<file path="src/rtl/barrel_shifter_pkg.sv">
// rtl/barrel_shifter_pkg.sv - shared mode encodings and widths for the 4-bit barrel shifter
package barrel_shifter_pkg;

    localparam int DATA_W = 4;
    localparam int AMT_W  = 2;
    localparam int MODE_W = 3;

    localparam logic [MODE_W-1:0] MODE_LSL = 3'd0;
    localparam logic [MODE_W-1:0] MODE_LSR = 3'd1;
    localparam logic [MODE_W-1:0] MODE_ASL = 3'd2;
    localparam logic [MODE_W-1:0] MODE_ASR = 3'd3;
    localparam logic [MODE_W-1:0] MODE_ROL = 3'd4;
    localparam logic [MODE_W-1:0] MODE_ROR = 3'd5;
    localparam logic [MODE_W-1:0] MODE_RLC = 3'd6;
    localparam logic [MODE_W-1:0] MODE_RRC = 3'd7;

endpackage

</file>
<file path="src/rtl/barrel_shifter_core.sv">
// rtl/barrel_shifter_core.sv - combinational shift/rotate datapath with carry
module barrel_shifter_core
    import barrel_shifter_pkg::*;
(
    input  logic [MODE_W-1:0] i_mode,
    input  logic [AMT_W-1:0]  i_amt,
    input  logic              i_carry,
    input  logic [DATA_W-1:0] i_data,
    output logic [DATA_W-1:0] o_data,
    output logic              o_carry
);

    logic [DATA_W:0]   w_cd;
    logic [DATA_W:0]   w_lsl;
    logic [DATA_W:0]   w_lsr;
    logic [DATA_W:0]   w_asr;
    logic [DATA_W:0]   w_rlc;
    logic [DATA_W:0]   w_rrc;
    logic [DATA_W-1:0] w_rol;
    logic [DATA_W-1:0] w_ror;

    always_comb begin
        w_cd  = {i_carry, i_data};
        // A spare bit beside the data catches the last bit shifted out as the carry.
        w_lsl = {1'b0, i_data} << i_amt;
        w_lsr = {i_data, 1'b0} >> i_amt;
        w_asr = $signed({i_data, 1'b0}) >>> i_amt;
        w_rol = (i_data << i_amt) | (i_data >> (3'd4 - {1'b0, i_amt}));
        w_ror = (i_data >> i_amt) | (i_data << (3'd4 - {1'b0, i_amt}));
        w_rlc = (w_cd << i_amt) | (w_cd >> (3'd5 - {1'b0, i_amt}));
        w_rrc = (w_cd >> i_amt) | (w_cd << (3'd5 - {1'b0, i_amt}));

        o_data  = i_data;
        o_carry = i_carry;
        if (i_amt != '0) begin
            case (i_mode)
                MODE_LSL, MODE_ASL: {o_carry, o_data} = w_lsl;
                MODE_LSR: begin
                    o_data  = w_lsr[DATA_W:1];
                    o_carry = w_lsr[0];
                end
                MODE_ASR: begin
                    o_data  = w_asr[DATA_W:1];
                    o_carry = w_asr[0];
                end
                MODE_ROL: begin
                    o_data  = w_rol;
                    o_carry = w_rol[0];
                end
                MODE_ROR: begin
                    o_data  = w_ror;
                    o_carry = w_ror[DATA_W-1];
                end
                MODE_RLC: {o_carry, o_data} = w_rlc;
                MODE_RRC: {o_carry, o_data} = w_rrc;
                default: begin
                    o_data  = i_data;
                    o_carry = i_carry;
                end
            endcase
        end
    end

endmodule

</file>
<file path="src/rtl/barrel_shifter_4_bit.sv">
// rtl/barrel_shifter_4_bit.sv - 4-bit barrel shifter with registered data and carry outputs
module barrel_shifter_4_bit
    import barrel_shifter_pkg::*;
(
    input  logic              Clock_In,
    input  logic              Reset_N_In,
    input  logic              Enable_In,
    input  logic [MODE_W-1:0] Shifter_Mode_In,
    input  logic [AMT_W-1:0]  Shift_Bits_Length_In,
    input  logic              Carry_In,
    input  logic [DATA_W-1:0] Data_In,
    output logic [DATA_W-1:0] Shifted_Data_Out,
    output logic              Carry_Out
);

    logic [DATA_W-1:0] w_data;
    logic              w_carry;
    logic [DATA_W-1:0] r_data;
    logic              r_carry;

    barrel_shifter_core u_core (
        .i_mode  (Shifter_Mode_In),
        .i_amt   (Shift_Bits_Length_In),
        .i_carry (Carry_In),
        .i_data  (Data_In),
        .o_data  (w_data),
        .o_carry (w_carry)
    );

    always_ff @(posedge Clock_In or negedge Reset_N_In) begin
        if (!Reset_N_In) begin
            r_data  <= '0;
            r_carry <= 1'b0;
        end else if (Enable_In) begin
            r_data  <= w_data;
            r_carry <= w_carry;
        end
    end

    assign Shifted_Data_Out = r_data;
    assign Carry_Out        = r_carry;

endmodule

</file>
<file path="config.mk">
export PLATFORM = sky130hd
export DESIGN_NAME = barrel_shifter_4_bit
export DESIGN_NICKNAME = d
export VERILOG_FILES = /design/src/rtl/barrel_shifter_pkg.sv /design/src/rtl/barrel_shifter_core.sv /design/src/rtl/barrel_shifter_4_bit.sv
export SDC_FILE = /design/constraint.sdc
export NUM_CORES = 1
export LEC_CHECK = 0
export BUFFER_PORTS_ARGS = -buffer_cell sky130_fd_sc_hd__buf_2
export CELL_PAD_IN_SITES_DETAIL_PLACEMENT = 0
export CELL_PAD_IN_SITES_GLOBAL_PLACEMENT = 1
export CORE_UTILIZATION = 39
export DETAILED_ROUTE_END_ITERATION = 16
export PLACE_DENSITY = 0.82
export SKIP_LAST_GASP = 1
export SYNTH_ARGS = -nofsm -noshare
export SYNTH_HDL_FRONTEND = slang
export SYNTH_SLANG_ARGS = --single-unit
</file>
<file path="constraint.sdc">
create_clock -name Clock_In -period 1.2 [get_ports Clock_In]
set_clock_uncertainty 0.1 [all_clocks]
set_input_delay 0 -clock Clock_In [delete_from_list [all_inputs] [get_ports Clock_In]]
set_output_delay 0 -clock Clock_In [all_outputs]
set_load 0.01 [all_outputs]
</file>
==> reports/summary.txt <==
outcome: complete, but fails checks
violated checks: setup timing
Tcrit/Tclk final: 1.128
Register Area: 125.1 µm²
Worst slew margin: 0.7949
IO Port Bufs: 17
area of the multi-input gates: 765.7 µm²
Synth Area per Inst: 7.291 µm²
final setup violation count: 5
Final Critical Period: 1353 ps
CTS root buf: clkbuf_4
worst hold path class: in2async
ratio of cells with drive above 1 in the final layout: 0.3988
final hold vios: 0
GP Congestion: 0.9825
Final Worst Setup Slack: -153.5 ps
MaxCap Viol Count: 0
Yosys warning count: 0
num rows: 17
Vias: 1218
CP startpoint kind: primary input
prevailing post-synth register cell: dfrtp_1
initial antenna violation count: 0
RSZ-0062 raised after global routing: yes
R2R depth: 3
CTS Buffer Depth: 2
layout net count: 189
worst-path fanout max: 4
per-cell routed wire length: 16.10 µm
CP startpoint: Shift_Bits_Length_In[0]
Initial Util: 0.4261
vias in the first global route: 1155
Area growth, synth to finish: 39.87%
final wirelength: 3.236 mm
Synth Instances: 133
Setup crit end: Carry_Out$_DFFE_PN0P_
Core Region: 2276 µm²
Final ANT Viol Nets: 0
DP HPWL: 2.491 mm
CTS H-tree depth: 1
critical path arrival: 1410 ps
fmax: 0.7388 GHz
final hold slack: 35.23 ps
worst-skew pair later-pin latency: 240 ps
Synth async-reset ratio: 1.000
grt ovf: 0
full die area: 2690 µm²
Distinct cells, synth: 42
VDD IR max: 0.0003650 V
drt first pass iters: 5
Post-Syn Area: 969.7 µm²
Yosys reg bits: 5
filler instances: 201
Worst-Margin Slew: 303.9 ps
Reg-to-Reg Start: Carry_Out$_DFFE_PN0P_
Reg2Reg Capture Point: Carry_Out$_DFFE_PN0P_
Post-Syn Nets: 148
total global-route track usage: 0.2606
CTS tree: done
reg2reg setup slack: 50 ps
vias per cell: 6.060
CTS clock-pin slew for the worst setup and hold paths: 50 ps
critical path required time: 1250 ps
Worst setup EP type: flop
Place WS: -543.6 ps
number of flops mapped to enable cells by yosys: 0
chip height: 51.87 µm
largest net degree at the start of global routing: 25
Final Slew Violations: 0
CTS sink cnt: 5
post-synth top area share: 0.1290
PwrDens: 673.8 nW/µm²
post-synthesis sequential area ratio: 0.1290
Antenna Cells: 0
global-route wire length before repair: 5.250 mm
I/O Pins: 18
Area contributors post-synth: dfrtp_1 (13%), mux2i_1 (8.3%), o21ai_0 (5.7%), nor2_1 (5.0%), a21oi_1 (4.6%)
Num CTS Buffers: 3
leakage power: 0.5880 nW
DRC Markers: 0
drt initial violations: 62
area leader, netlist: dfrtp_1
critical path type: in2reg
die width: 51.87 µm
## critical path: stages
cell and delay [ps]:
buf_6 100, inv_4 50, ha_4 210, buf_4 150, mux2i_1 110, or3_1 340, a21oi_2 220, a21oi_1 80
a41oi_1 150
## area by class of cell
cell class / count / area share
clock buffer: 4 / 0.01937
inverter: 4 / 0.01845
multi-input combinational: 108 / 0.5646
sequential: 5 / 0.09225
tap: 28 / 0.02583
timing repair buffer: 52 / 0.2795
## synthesized netlist by cell type (3+ instances only)
cell type and n:
nor2b_1 3, nand2_1 9, a31oi_1 3, nor2_1 13, nor3_1 5, o21ai_0 11, inv_1 4, buf_6 4
buf_2 7, mux2i_1 8, clkbuf_1 4, nand2b_1 3, or3_1 3, nand3b_1 5, dfrtp_1 5, a21oi_1 9
nand4_1 3, nand3_1 3
## metal layers
| metal | global-route usage | vias to the layer above | wire (µm) |
|---|---|---|---|
| met5 | 0 | - | 0 |
| met4 | 0.09459 | 0 | 44 |
| met3 | 0.02339 | 6 | 302 |
| met2 | 0.4316 | 68 | 1537 |
| met1 | 0.3476 | 562 | 1352 |
| li1 | - | 582 | - |
## power breakdown
part | switching (mW) | internal, mW
Clock | 0.0692 | 0.126
Sequential | 0.0130 | 0.194
Combinational | 0.258 | 0.254
## per-stage QoR
| stage | power [mW] | util | TNS, ps | instance area [µm²] | instances |
|---|---|---|---|---|---|
| 2_1_floorplan | 0.5095 | - | -2161 | 1013 | 133 |
| 3_3_place_gp | 0.6749 | 0.5536 | -1928 | 1260 | 194 |
| 3_5_place_dp | 0.6817 | 0.5536 | -2034 | 1260 | 194 |
| 4_1_cts | 0.9106 | 0.5948 | -388.5 | 1354 | 201 |
| 5_1_grt | 0.9706 | 0.5959 | -635.1 | 1356 | 201 |
| 6_report | 0.9139 | 0.5959 | -426.2 | 1356 | 201 |
## registers in the layout, indices dropped and copies added, names as in the netlist
| register | count |
|---|---|
| Carry_Out | 1 |
| Shifted_Data_Out | 4 |
## cell families after synthesis
logic type | count (synthesis) | share of synthesized area
AND/OR/NAND/NOR | 53 | 0.2890
adder cells (fa/ha/maj) | 2 | 0.02580
AO/OA/AOI/OAI | 40 | 0.2748
multiplexers | 13 | 0.1600
buffers and inverters | 20 | 0.1213
flip-flops | 5 | 0.1290
## layout by cell type (no fill, tap or decap), types with 3 or more instances in the layout
cell       n
or3_1      3
o21ai_0   10
dfrtp_1    5
nor2_1    13
a21oi_1    8
mux2_4     3
nand2_1    9
clkbuf_4   3
nor3_1     5
a31oi_1    3
buf_4     33
nand3b_1   5
nand3_1    3
mux2i_1    8
nand4_1    3
buf_2     15
## what timing repair did
action | in CTS | in global routing
hold endpoints to repair | 5 | 0
resized for setup | 12 | 1
endpoints found under the setup margin | 5 | 5
setup buffers | 2 | 0
hold buffers | 1 | 0
pin swaps | 5 | 7
## worst min-delay path by stage
stage	slack (ps)	to
2_1_floorplan	-400	Carry_Out$_DFFE_PN0P_
3_3_place_gp	-280	Shifted_Data_Out[2]$_DFFE_PN0P_
3_5_place_dp	-280	Shifted_Data_Out[2]$_DFFE_PN0P_
4_1_cts	8	Shifted_Data_Out[2]$_DFFE_PN0P_
5_1_grt	20	Shifted_Data_Out[2]$_DFFE_PN0P_
6_report	40	Carry_Out$_DFFE_PN0P_
(Power assumes the default switching activity.)
